File: config.mk
export PLATFORM = sky130hd
export DESIGN_NAME = frac_rate_decoder_flat
export DESIGN_NICKNAME = d
export VERILOG_FILES = /design/src/rtl/frac_rate_pkg.sv /design/src/rtl/frac_rate_if.sv /design/src/rtl/frac_phase_ctr.sv /design/src/rtl/frac_rate_decoder.sv /design/src/flat_wrapper.sv
export SDC_FILE = /design/constraint.sdc
export NUM_CORES = 1
export LEC_CHECK = 0
export CORE_MARGIN = 3
export CORE_UTILIZATION = 63
export DETAILED_ROUTE_END_ITERATION = 7
export PLACE_DENSITY = 0.95
export SETUP_SLACK_MARGIN = 0.02
export SLEW_MARGIN = 30
export SYNTH_ARGS = -nofsm -noshare
export SYNTH_HDL_FRONTEND = slang
export SYNTH_SLANG_ARGS = --single-unit
File: constraint.sdc
create_clock -name CK -period 7.81 [get_ports CK]
set_input_delay 1.562 -clock CK [delete_from_list [all_inputs] [get_ports CK]]
set_output_delay 1.562 -clock CK [all_outputs]
set_load 0.05 [all_outputs]
File: src/rtl/frac_rate_pkg.sv
// Shared constants, types and helpers for the fractional-rate pulse decoder.
// Optional feature macro: PCOUNT_EN (adds the per-period pulse count output).
package frac_rate_pkg;

  localparam int N_DEF = 16;
  localparam int IDX_W = $clog2(N_DEF + 1);

  typedef logic [N_DEF:0] coef_t;

  // Number of times coefficient bit k is selected per period of 2^n phases.
  function automatic int unsigned weight(input int n, input int k);
    if (k >= n) return 1;
    return 32'd1 << (n - 1 - k);
  endfunction

endpackage

File: src/rtl/frac_rate_if.sv
// Pulse-stream input and recovered-word output bundle of the decoder.
// Optional feature macro: PCOUNT_EN (adds PCOUNT).
//
// Handshake: C_VALID high means C_OUT (and PCOUNT) hold an unconsumed word;
// the word transfers on any rising edge where C_VALID and C_READY are both
// high. While C_VALID=1 and C_READY=0 the word is held stable.
interface frac_rate_if import frac_rate_pkg::*; #(parameter int N = N_DEF);
  logic       EN;
  logic       SYNC;
  logic       Z;
  logic       C_READY;
  logic [N:0] C_OUT;
  logic       C_VALID;
  logic       LOCKED;
  logic       ERR;
  logic       OVR;
`ifdef PCOUNT_EN
  logic [N:0] PCOUNT;

  modport master (output EN, SYNC, Z, C_READY,
                  input C_OUT, C_VALID, LOCKED, ERR, OVR, PCOUNT);
  modport slave (input EN, SYNC, Z, C_READY,
                 output C_OUT, C_VALID, LOCKED, ERR, OVR, PCOUNT);
`else
  modport master (output EN, SYNC, Z, C_READY,
                  input C_OUT, C_VALID, LOCKED, ERR, OVR);
  modport slave (input EN, SYNC, Z, C_READY,
                 output C_OUT, C_VALID, LOCKED, ERR, OVR);
`endif
endinterface

File: src/rtl/frac_phase_ctr.sv
// Replica phase counter of the binary rate multiplier. Produces the selected
// coefficient index (trailing ones of the phase), whether this is the first
// selection of that index in the period, the end-of-period flag and a flag
// for SYNC arriving at a nonzero phase.
module frac_phase_ctr import frac_rate_pkg::*; #(
  parameter int N     = N_DEF,
  parameter int IDX_W = $clog2(N + 1)
) (
  input  logic             clk,
  input  logic             rst,
  input  logic             en,
  input  logic             sync,
  output logic [IDX_W-1:0] k,
  output logic             first_sel,
  output logic             last_phase,
  output logic             resync
);

  logic [N-1:0] phase;
  logic [N-1:0] v;

  // Effective phase of this cycle: SYNC forces the period start.
  always_comb v = sync ? '0 : phase;

  // Phase advances once per enabled cycle, wrapping mod 2^N.
  always_ff @(posedge clk) begin
    if (rst)     phase <= '0;
    else if (en) phase <= v + 1'b1;
  end

  // Index = count of trailing ones; all-ones phase selects index N.
  always_comb begin
    k = IDX_W'(N);
    for (int i = N - 1; i >= 0; i--)
      if (!v[i]) k = IDX_W'(i);
  end

  // First selection of k happens at v = 2^k - 1, i.e. no bits above k are set.
  always_comb begin
    first_sel  = ((v >> k) == '0);
    last_phase = &v;
    resync     = en & sync & (phase != '0);
  end

endmodule

File: src/rtl/frac_rate_decoder.sv
// Receive end of the fractional-rate pulse interface: recovers the N+1 bit
// coefficient word from the pulse stream Z, one word per 2^N enabled cycles.
// Optional feature macro: PCOUNT_EN (per-period count of Z=1 samples).
module frac_rate_decoder import frac_rate_pkg::*; #(
  parameter int N = N_DEF
) (
  input logic        CK,
  input logic        RST,
  frac_rate_if.slave bus
);

  localparam int IDX_W = $clog2(N + 1);

  logic [IDX_W-1:0] k;
  logic             first_sel;
  logic             last_phase;
  logic             resync;
  logic             act;
  logic             mismatch;
  logic             complete;
  logic             load;
  logic [N:0]       partial;
  logic [N:0]       next_word;
  logic [N:0]       c_out_q;
  logic             c_valid_q;
  logic             locked_q;
  logic             err_q;
  logic             ovr_q;

  frac_phase_ctr #(.N(N), .IDX_W(IDX_W)) u_phase (
    .clk       (CK),
    .rst       (RST),
    .en        (bus.EN),
    .sync      (bus.SYNC),
    .k         (k),
    .first_sel (first_sel),
    .last_phase(last_phase),
    .resync    (resync)
  );

  // Decode qualifiers; the locking SYNC cycle itself is already a sample.
  always_comb begin
    act       = bus.EN & (locked_q | bus.SYNC);
    next_word = partial;
    if (first_sel) next_word[k] = bus.Z;
    mismatch  = act & ~first_sel & (bus.Z != partial[k]);
    complete  = act & last_phase;
    load      = complete & (~c_valid_q | bus.C_READY);
  end

  // Sample bank: first selection writes, later selections only compare.
  always_ff @(posedge CK) begin
    if (RST)      partial <= '0;
    else if (act) partial <= next_word;
  end

  // Output word register, handshake and sticky status flags.
  always_ff @(posedge CK) begin
    if (RST) begin
      c_out_q   <= '0;
      c_valid_q <= 1'b0;
      locked_q  <= 1'b0;
      err_q     <= 1'b0;
      ovr_q     <= 1'b0;
    end else begin
      if (bus.EN & bus.SYNC) locked_q <= 1'b1;
      if ((bus.Z & ~bus.EN) | (resync & locked_q) | mismatch) err_q <= 1'b1;
      if (load) begin
        c_out_q   <= next_word;
        c_valid_q <= 1'b1;
      end else if (complete) begin
        ovr_q <= 1'b1;
      end else if (c_valid_q & bus.C_READY) begin
        c_valid_q <= 1'b0;
      end
    end
  end

  assign bus.C_OUT   = c_out_q;
  assign bus.C_VALID = c_valid_q;
  assign bus.LOCKED  = locked_q;
  assign bus.ERR     = err_q;
  assign bus.OVR     = ovr_q;

`ifdef PCOUNT_EN
  logic [N:0] pacc;
  logic [N:0] pcount_next;
  logic [N:0] pcount_q;

  // Running pulse count; every SYNC starts a fresh period at phase 0.
  always_comb pcount_next = ((bus.EN & bus.SYNC) ? '0 : pacc) + (N+1)'(bus.Z);

  // Accumulator and its output copy, loaded alongside C_OUT.
  always_ff @(posedge CK) begin
    if (RST) begin
      pacc     <= '0;
      pcount_q <= '0;
    end else begin
      if (act)  pacc     <= complete ? '0 : pcount_next;
      if (load) pcount_q <= pcount_next;
    end
  end

  assign bus.PCOUNT = pcount_q;
`endif

endmodule
File: src/flat_wrapper.sv
// flat-port wrapper written by rule: the top's interface ports become plain ports
module frac_rate_decoder_flat import frac_rate_pkg::*;
#(
  parameter int N = N_DEF
)
  (CK, RST, bus_EN, bus_SYNC, bus_Z, bus_C_READY, bus_C_OUT, bus_C_VALID, bus_LOCKED, bus_ERR, bus_OVR);
  frac_rate_if #(.N(N)) bus_i ();
  input logic CK;
  input logic RST;
  input wire logic [$bits(bus_i.EN)-1:0] bus_EN;
  input wire logic [$bits(bus_i.SYNC)-1:0] bus_SYNC;
  input wire logic [$bits(bus_i.Z)-1:0] bus_Z;
  input wire logic [$bits(bus_i.C_READY)-1:0] bus_C_READY;
  output wire logic [$bits(bus_i.C_OUT)-1:0] bus_C_OUT;
  output wire logic [$bits(bus_i.C_VALID)-1:0] bus_C_VALID;
  output wire logic [$bits(bus_i.LOCKED)-1:0] bus_LOCKED;
  output wire logic [$bits(bus_i.ERR)-1:0] bus_ERR;
  output wire logic [$bits(bus_i.OVR)-1:0] bus_OVR;
  assign bus_i.EN = bus_EN;
  assign bus_i.SYNC = bus_SYNC;
  assign bus_i.Z = bus_Z;
  assign bus_i.C_READY = bus_C_READY;
  assign bus_C_OUT = bus_i.C_OUT;
  assign bus_C_VALID = bus_i.C_VALID;
  assign bus_LOCKED = bus_i.LOCKED;
  assign bus_ERR = bus_i.ERR;
  assign bus_OVR = bus_i.OVR;
  frac_rate_decoder #(.N(N)) u_core (.CK(CK), .RST(RST), .bus(bus_i));
endmodule
==> results of run 1 <==
==> Yosys cell counts (6+ instances only) <==
cell type   n
a211oi_1    8
a21oi_1    32
a31oi_1     7
buf_2       9
clkbuf_1   17
dfxtp_1    54
inv_1       7
mux2i_1    26
nand2_1    32
nand3_1    11
nand4_1     9
nor2_1     62
nor3_1      7
o21ai_0    14
o31ai_1     6
o41ai_1     6
or4_1       6
==> final cells by class <==
| type | instances | area [um^2] | share of cell area [%] |
|---|---|---|---|
| Clock buffer | 5 | 68.8 | 1.87 |
| Timing Repair Buffer | 27 | 263 | 7.13 |
| Tap cell | 70 | 87.6 | 2.38 |
| Sequential cell | 54 | 1080 | 29.3 |
| Clock inverter | 3 | 27.5 | 0.747 |
| Multi-Input combinational cell | 329 | 2130 | 57.7 |
| Inverter | 9 | 33.8 | 0.916 |
==> per-stage QoR <==
| step | worst slack [ns] | hold slack (ns) |
|---|---|---|
| 2_1_floorplan | 3.92 | 0.447 |
| 3_3_place_gp | 2.45 | 0.470 |
| 3_5_place_dp | 2.31 | 0.479 |
| 4_1_cts | 2.61 | 0.493 |
| 5_1_grt | 2.18 | 0.501 |
| 6_report | 2.46 | 0.492 |
==> final timing paths <==
kind                                        startpoint                              to  slack [ns]  cells after the start
hold reg to reg         u_core.partial[3]$_SDFFE_PP0P_  u_core.partial[3]$_SDFFE_PP0P_        0.49                      2
hold / removal          u_core.partial[3]$_SDFFE_PP0P_  u_core.partial[3]$_SDFFE_PP0P_        0.49                      2
setup / recovery                              bus_SYNC  u_core.partial[7]$_SDFFE_PP0P_        2.46                     11
setup reg to reg  u_core.u_phase.phase[0]$_SDFFE_PP0P_  u_core.partial[7]$_SDFFE_PP0P_        3.72                      9
==> kinds of logic after synthesis <==
family | count (synthesis)
buf+inv | 43
mux | 26
xor+xnor | 6
compound gates | 120
flops | 54
simple gates | 175
fa+ha+maj | 2
==> metal layers <==
layer | global-route usage (%) | vias to the layer above
li1 | - | 1571
met1 | 38.1 | 1602
met2 | 49.9 | 215
met3 | 5.30 | 49
met4 | 14.6 | 0
met5 | 0 | -
==> critical path, stage by stage <==
cell             delay [ns]
clkdlybuf4s50_1        0.39
buf_4                  0.23
nor2b_1                0.62
and3_4                 0.35
o31ai_1                0.12
o32ai_2                0.33
nor3_1                 0.10
a311oi_2               0.42
nand4_1                0.64
or4_1                  0.65
a21oi_1                0.16
==> power breakdown <==
group / total [W] / internal [W] / leakage (nW) / switching, W
Sequential: 0.000280 / 0.000277 / 0.436 / 0.00000338
Combinational: 0.0000425 / 0.0000129 / 0.715 / 0.0000297
Clock: 0.000170 / 0.0000667 / 0.0467 / 0.000103
Total: 0.000493 / 0.000357 / 1.20 / 0.000136
==> state kept, by name, indices dropped and copies added, names as in the netlist <==
signal and flops:
u_core.bus.C_OUT 17, u_core.bus.OVR 1, u_core.bus.C_VALID 1, u_core.partial 17
u_core.bus.ERR 1, u_core.bus.LOCKED 1, u_core.u_phase.phase 16
==> results by group, run 1 <==
Place
  – Routability cong.: between 0.9 and 1
  – Cell count after placement: between 400 and 500
  – Post-DP HPWL: between 6000 and 7000 um
  – Cell area reported after detailed placement: roughly 0.0036 mm^2
  – Number of port buffers: 26

Clock network
  – Clock latency at the later pin of the worst-skew pair: approximately 0.32 ns
  – CTS tree: built
  – CTS-repair resized insts: 0
  – Clock Path Buffers: 2
  – Number of buffers inserted to repair setup after CTS: 0
  – Depth of the CTS H-tree: 2
  – Clock-pin slew on the worst setup and hold paths: around 0.1 ns
  – Hold_buf cts: 0
  – Clock Tree Root: clkbuf_8
  – Total number of clock tree sinks: 54
  – Num CTS Buffers: 5

Setup path
  – CP Data Required Time: approximately 8.1 ns
  – Maximum fanout along the worst path: 32
  – Worst setup path category: in2reg
  – CP Launch Type: primary input
  – Arrival time of data at the critical path endpoint: roughly 5.6 ns
  – Sort of element at the end of the critical path: register

Pwr
  – Sum of internal, switching and leakage power: roughly 0.00049 W
  – LEAKAGE: 1.20 nW
  – Peak supply drop: approximately 0.00014 V
  – Power density over cell area: about 130 mW/mm^2

Timing
  – Max-slew violations: 0
  – Pin slew with the least headroom to its limit: 0.914 ns
  – Unrepaired setup endpoints after global routing: false
  – Max-slew headroom: about 40%
  – Min Clock Period, post-route: 5.35 ns
  – Post-Route Skew: 0.00891 ns
  – Final Cycle Share: 68.4%
  – Setup TNS after final layout: 0 ns
  – Endpoints failing setup: 0
  – Maximum operating frequency: ~190 MHz
  – Final Hold Violating Endpoints: 0

Floorplan
  – Top-level port count: 27
  – FP Rows: 26
  – Die H: 79.6 um
  – Chip width: slightly below 80 um
  – Area of the core region: just over 0.005 mm^2
  – Starting density of the core: between 60% and 70%
  – Die area: around 0.0063 mm^2

Layout
  – Final cell count without fillers: 497
  – Fin util: a little under three quarters
  – Antenna Cells: 0
  – Fin area: 0.00369 mm^2
  – Fill count: approximately 380
  – Highest-count cells in the layout ignoring fill and taps: nor2_1 (62), dfxtp_1 (54), nand2_1 (32), a21oi_1 (32), mux2i_1 (26)
  – Layout area overhead: 8.15%
  – Fraction of layout instances using a drive strength above 1: a little under 9%
  – Most common cell after layout, fill and taps aside: nor2_1
  – Net count reported at finish: approximately 430

Synth
  – Number of flip-flops and latches in the synthesized netlist: 54
  – Xor/xnor cell area share of the yosys netlist: under 10%
  – Area fraction in compound gates after synthesis: around 26%
  – Dominant cells by area after synthesis: dfxtp_1 (32%), mux2i_1 (7.6%), nor2_1 (6.8%), a21oi_1 (4.7%), nand2_1 (3.5%)
  – Synth Net Count: around 430
  – Cell type with the highest aggregate area in the netlist: dfxtp_1
  – Synthesized cell area: 0.00341 mm^2
  – Fraction of post-synthesis cell area in the top cell type by area: a little under a third
  – Share of flip-flops with an asynchronous set or reset: 0%
  – Number of synthesis warnings: 0
  – Average size of a mapped cell: 8.00 um^2
  – Main combinational cell family by area after synthesis: simple AND/OR/NAND/NOR gates
  – Number of instances in the synthesized netlist: between 400 and 500
  – Synth Area in Simple Gates: between 20% and 30%
  – Unique cell type count in the Yosys netlist: 80
  – Share of synthesized area spent on multiplexers: about 7.6%
  – Main flop type after synthesis: dfxtp_1
  – Seq/Total Area, Yosys: a little under a third
  – Number of enable-type register cells in the synthesized netlist: 0
  – Adder and majority gate portion of the synthesized area: less than 1%

Detailed routing
  – Antenna Violating Nets Remaining: 0
  – Drt total wl: 9260 um
  – Met1 Wirelength: roughly 3800 um
  – Met2 WL post-DR: between 4000 and 5000 um
  – Vias: 3437
  – Uppermost layer routed: met4
  – Routed wire length per instance: roughly 19 um
  – Residual DRC: 0
  – First-pass iteration count of the detailed router: 5
  – DR vias/cell: a little under 7
  – Met3 WL: slightly below 800 um
  – 1st-iter DRT viols: 421

GRT
  – Wire length of the first global-routing pass: 15400 um
  – Total routing usage reported by global routing: a little under a third
  – GRT overflow: 0
  – Largest net degree at the start of global routing: 54
  – Vias in the first global route: approximately 3200
  – Antenna violations before repair: 0

Flow run
  – Maximum Capacitance Violations: 0

Run status
  – Status: complete, no violations

Worst hold path
  – Hold Crit Class: reg2reg
Note: power is estimated with default switching activity, not from simulation.
==> run 2, diff against run 1 <==
--- a/config.mk
+++ b/config.mk
@@ -6,9 +6,9 @@
 export NUM_CORES = 1
 export LEC_CHECK = 0
 export CORE_MARGIN = 3
-export CORE_UTILIZATION = 63
+export CORE_UTILIZATION = 53
 export DETAILED_ROUTE_END_ITERATION = 7
-export PLACE_DENSITY = 0.95
+export PLACE_DENSITY = 0.87
 export SETUP_SLACK_MARGIN = 0.02
 export SLEW_MARGIN = 30
 export SYNTH_ARGS = -nofsm -noshare
==> constraint.sdc (replaced) <==
create_clock -name CK -period 4.6 [get_ports CK]
set_input_delay 0.92 -clock CK [delete_from_list [all_inputs] [get_ports CK]]
set_output_delay 0.92 -clock CK [all_outputs]
set_load 0.05 [all_outputs]
==> results by group, run 2 (synthesis results as in run 1) <==
Run status
  – Status: complete, no violations (unchanged)

Pwr
  – Peak supply drop: 0.000189 V (was 0.000140 V)
  – Sequential share of power: 53.3% (was 56.9%)
  – Switching Share: 26.0% (was 27.7%)
  – Clk network pwr share: 38.4% (was 34.5%)
  – Power density over cell area: 238 mW/mm^2 (was 134 mW/mm^2)
  – LEAKAGE: 1.23 nW (was 1.20 nW)
  – Net switching component of the power: 0.000232 W (was 0.000136 W)
  – Internal cell power: 0.000660 W (was 0.000357 W)
  – Share of power burned in combinational logic: 8.3% (was 8.6%)

Clock network
  – Num CTS Buffers: 5 (unchanged)
  – Clock Path Buffers: 2 (unchanged)
  – Hold_buf cts: 0 (unchanged)
  – Clock latency at the later pin of the worst-skew pair: 0.32 ns (about the same)
  – Number of buffers inserted to repair setup after CTS: 0 (unchanged)
  – Depth of the CTS H-tree: 2 (unchanged)
  – CTS-repair resized insts: 0 (unchanged)
  – Total number of clock tree sinks: 54 (unchanged)
  – Clock-pin slew on the worst setup and hold paths: 0.12 ns (was 0.10 ns)
  – CTS tree: built (unchanged)
  – Clock Tree Root: clkbuf_8 (unchanged)

Floorplan
  – FP Rows: 28 (was 26)
  – Die H: 86.2 um (was 79.6 um)
  – Area of the core region: 0.00606 mm^2 (was 0.00517 mm^2)
  – Top-level port count: 27 (unchanged)
  – Die area: 0.00743 mm^2 (was 0.00633 mm^2)
  – Chip width: 86.2 um (was 79.6 um)
  – Starting density of the core: 56.3% (was 65.9%)

Setup path
  – Sort of element at the end of the critical path: register (unchanged)
  – CP Launch Type: primary input (unchanged)
  – Maximum fanout along the worst path: 30 (was 32)
  – Worst setup path category: in2reg (unchanged)
  – CP Data Required Time: 4.85 ns (was 8.05 ns)
  – Arrival time of data at the critical path endpoint: 3.99 ns (was 5.59 ns)

Layout
  – Multi-input combinational cell area: 0.00212 mm^2 (was 0.00213 mm^2)
  – Fill count: 533 (was 384)
  – Highest-count cells in the layout ignoring fill and taps: nor2_1 (62), dfxtp_1 (54), nand2_1 (32), a21oi_1 (32), mux2i_1 (26) (unchanged)
  – Fin area: 0.00375 mm^2 (was 0.00369 mm^2)
  – Fraction of layout instances using a drive strength above 1: 9.72% (was 8.67%)
  – Antenna Cells: 0 (unchanged)
  – Net count reported at finish: 439 (was 434)
  – Most common cell after layout, fill and taps aside: nor2_1 (unchanged)
  – Total area of sequential cells: 0.00108 mm^2 (unchanged)
  – Layout area overhead: 9.95% (was 8.15%)

Detailed routing
  – Vias: 3348 (was 3437)
  – Residual DRC: 0 (unchanged)
  – Routed wire length per instance: 18.0 um (was 18.6 um)
  – DR vias/cell: 6.60 (was 6.92)
  – Drt total wl: 9140 um (was 9260 um)
  – First-pass iteration count of the detailed router: 4 (was 5)
  – 1st-iter DRT viols: 317 (was 421)
  – Antenna Violating Nets Remaining: 0 (unchanged)

Timing
  – Setup TNS after final layout: 0 ns (unchanged)
  – Max-slew violations: 0 (unchanged)
  – Final Hold Violating Endpoints: 0 (unchanged)
  – Endpoints failing setup: 0 (unchanged)
  – Max-slew headroom: 54.4% (was 39.1%)
  – Pin slew with the least headroom to its limit: 0.684 ns (was 0.914 ns)
  – Maximum operating frequency: between 200 and 300 MHz
  – Final Cycle Share: ~81%
  – Unrepaired setup endpoints after global routing: false (unchanged)
  – Min Clock Period, post-route: between 3 and 4 ns
  – Post-Route Skew: 0.0151 ns (was 0.00891 ns)

Place
  – Post-DP HPWL: 6360 um (was 6500 um)
  – Cell area reported after detailed placement: 0.00363 mm^2 (was 0.00359 mm^2)
  – Routability cong.: 0.927 (was 0.946)
  – Number of port buffers: 26 (unchanged)

GRT
  – GRT overflow: 0 (unchanged)
  – Largest net degree at the start of global routing: 54 (unchanged)
  – Wire length of the first global-routing pass: 15600 um (was 15400 um)
  – Antenna violations before repair: 0 (unchanged)
  – Vias in the first global route: 3221 (was 3183)
  – Total routing usage reported by global routing: 25.3% (was 30.3%)

Worst hold path
  – Hold Crit Class: reg2reg (unchanged)

Flow run
  – Maximum Capacitance Violations: 0 (unchanged)
## run 2: final cells by class
| class | count | area share (%) |
|---|---|---|
| Sequential cell | 54 | 28.8 |
| Clock buffer | 5 | 1.84 |
| Tap cell | 75 | 2.50 |
| Clock inverter | 3 | 1.27 |
| Inverter | 9 | 0.901 |
| Multi-Input combinational cell | 329 | 56.6 |
| Timing Repair Buffer | 32 | 8.08 |
## run 2: power by group through the flow
stage	sequential, W	clock [W]	combinational [W]
final	0.000476	0.000342	0.0000742
after detailed placement	0.000486	0	0.0000724
after floorplan	0.000487	0	0.0000523
after global routing	0.000476	0.000361	0.0000805
after global placement	0.000486	0	0.0000704
after CTS	0.000476	0.000343	0.0000726
## run 2: layer usage
| metal | track usage (%) | vias up | part of all wire (%) |
|---|---|---|---|
| li1 | - | 1585 | - |
| met1 | 34.7 | 1592 | 44 |
| met2 | 40.5 | 151 | 47 |
| met3 | 4.85 | 20 | 6.9 |
| met4 | 7.79 | 0 | 2.2 |
| met5 | 0 | - | 0 |
## run 2: worst paths after layout
check	startpoint	to	slack, ns	depth (start not counted)
setup / recovery	bus_SYNC	u_core.partial[7]$_SDFFE_PP0P_	0.87	11
hold / removal	u_core.partial[8]$_SDFFE_PP0P_	u_core.partial[8]$_SDFFE_PP0P_	0.50	2
hold reg to reg	u_core.partial[8]$_SDFFE_PP0P_	u_core.partial[8]$_SDFFE_PP0P_	0.50	2
setup reg to reg	u_core.u_phase.phase[5]$_SDFFE_PP0P_	u_core.partial[12]$_SDFFE_PP0P_	1.33	9
## run 2: per-stage QoR
stage,hold slack (ns),util [%],worst slack (ns),total power (W),cells
global route,0.526,61.8,0.664,0.000918,507
CTS,0.499,61.8,0.901,0.000891,507
detailed placement,0.484,59.9,0.601,0.000559,499
floorplan,0.447,-,1.35,0.000540,426
finish,0.502,61.8,0.867,0.000892,507
global placement,0.477,59.9,0.695,0.000557,499
## run 2: critical path, stage by stage
cell,delay (ns)
clkdlybuf4s50_1,0.44
buf_4,0.25
nand3b_1,0.22
nor2_1,0.39
o21ai_1,0.31
o31a_1,0.36
o221ai_1,0.17
nand4_1,0.12
buf_4,0.21
or4_1,0.42
a21oi_1,0.17
==> RTL change (flow settings as in run 2) <==
Set the package constant `N_DEF` to 32 (it was 16).
--- a/src/rtl/frac_rate_pkg.sv
+++ b/src/rtl/frac_rate_pkg.sv
@@ -4,3 +4,3 @@
 
-  localparam int N_DEF = 16;
+  localparam int N_DEF = 32;
   localparam int IDX_W = $clog2(N_DEF + 1);
Interface: changed (resized bus_C_OUT); port bits go from 27 to 43. No check against the original RTL was run, so the function may have changed too.
==> RTL change against run 2 <==
Synthesized area increased by 89%. Final area rose by 95%. Hold slack got worse by 49 ps. Worst setup slack got worse by 450 ps. Wire length rose by 100%. Clock power rose by 130%. First-iteration DRC count rose to 2.9 times the old value. Sequential cell count increased by 48. Total power rose by 100%.
==> RTL change: results (changes against run 2) <==
* Met3 global-route usage at 5.544% (was 4.848%)
* GR Util met1 at 40.67% (was 34.69%)
* Clk_lat worst skew at 370 ps (was 320 ps)
* CTS clk-pin slew, worst paths at 70 ps (was 120 ps)
* Pwr dens at 248.8 nW/µm² (was 238.0 nW/µm²)
* Worst Path Arrival at 4390 ps (was 3990 ps)
* Area contributors post-synth: dfxtp_1 (32%), nand2_1 (8.5%), a21oi_1 (5.2%) (was dfxtp_1 (32%), mux2i_1 (7.6%), nor2_1 (6.8%))
* Peak supply drop at 0.2565 mV (was 0.1889 mV)
* Reg area at 2042 µm² (was 1081 µm²)
* Seq/Total Area, Yosys at 31.71% (about the same)
* Leak at 2.496 nW (was 1.229 nW)
* Critical path's slowest cell: or4b_4 (was clkdlybuf4s50_1)
* Fill cell count at 1039 (was 533)
* Non-Filler Instances at 1015 (was 507)
* M1 WL at 8194 µm (was 4035 µm)
* First-pass GRT wire length at 30310 µm (was 15610 µm)
* Worst R2R Path Depth at 13 (was 9)
* Layout Skew at 6.125 ps (was 15.15 ps)
* Share of cells above drive strength 1 at 10.67% (was 9.722%)
* Reg-to-reg slack, setup at 1000 ps (was 1330 ps)
* Pin count of the biggest net entering global routing at 104 (was 54)
* H-tree depth at 3 (was 2)
* Post-synth top cells: nand2_1 (146), dfxtp_1 (102), nor2_1 (81), a21oi_1 (67), nand4_1 (38) (was nor2_1 (62), dfxtp_1 (54), a21oi_1 (32), nand2_1 (32), mux2i_1 (26))
* Hold Path End: u_core.bus.C_OUT[24]$_SDFFE_PP0P_ (was u_core.partial[8]$_SDFFE_PP0P_)
* Slew margin rel. at 41.96% (was 54.41%)
* Seq area share at 27.95% (was 28.84%)
* Root Driver: clkbuf_16 (was clkbuf_8)
* Comb pwr at 0.000140 W (was 0.0000742 W)
* Syn nets at 856 (was 434)
* Final nets at 875 (was 439)
* CP max stage delay at 500 ps (was 440 ps)
* DR vias/cell at 6.427 (was 6.604)
* Wire length on met3 at 1636 µm (was 627 µm)
* FF-to-FF End: u_core.partial[14]$_SDFFE_PP0P_ (was u_core.partial[12]$_SDFFE_PP0P_)
* Reg2reg start: u_core.u_phase.phase[8]$_SDFFE_PP0P_ (was u_core.u_phase.phase[5]$_SDFFE_PP0P_)
* Placement Setup Slack at 178.2 ps (was 601.3 ps)
* Vias in the first global route at 5881 (was 3221)
* Synth-to-Final Area Change at 13.46% (was 9.945%)
* CP top delay family: buffers and inverters (was simple AND/OR/NAND/NOR gates)
* CTS buffer count at 9 (was 5)
* Mapped Avg Cell Area at 7.585 µm² (was 8.004 µm²)
* Estimated wirelength of the detail-placed design at 12890 µm (was 6360 µm)
* Number of port buffers at 42 (was 26)
* Buffer share of cell area at 10.46% (was 8.077%)
* # clock sinks at 102 (was 54)
* Invs w/o clock at 10 (was 9)
* Met2 wire length at 8004 µm (was 4275 µm)
* GRT Util Overall at 27.87% (was 25.33%)
* Outcome: finished clean (unchanged)
## RTL change: cell families after synthesis
kind of cell / share of synthesized area (%)
AO/OA/AOI/OAI: 22.48
XOR/XNOR: 2.856
adder cells (fa/ha/maj): 0.1943
buffers and inverters: 6.431
flip-flops: 31.71
multiplexers: 5.634
AND/OR/NAND/NOR: 30.70
## RTL change: how the worst max path moves through the flow
stage,from,endpoint,slack [ps],depth (start not counted)
2_1_floorplan,bus_SYNC,u_core.partial[15]$_SDFFE_PP0P_,960,15
3_3_place_gp,bus_SYNC,u_core.partial[9]$_SDFFE_PP0P_,200,14
3_5_place_dp,bus_SYNC,u_core.partial[0]$_SDFFE_PP0P_,180,15
4_1_cts,bus_SYNC,u_core.partial[14]$_SDFFE_PP0P_,490,15
5_1_grt,bus_SYNC,u_core.partial[14]$_SDFFE_PP0P_,260,14
6_report,bus_SYNC,u_core.partial[14]$_SDFFE_PP0P_,420,15
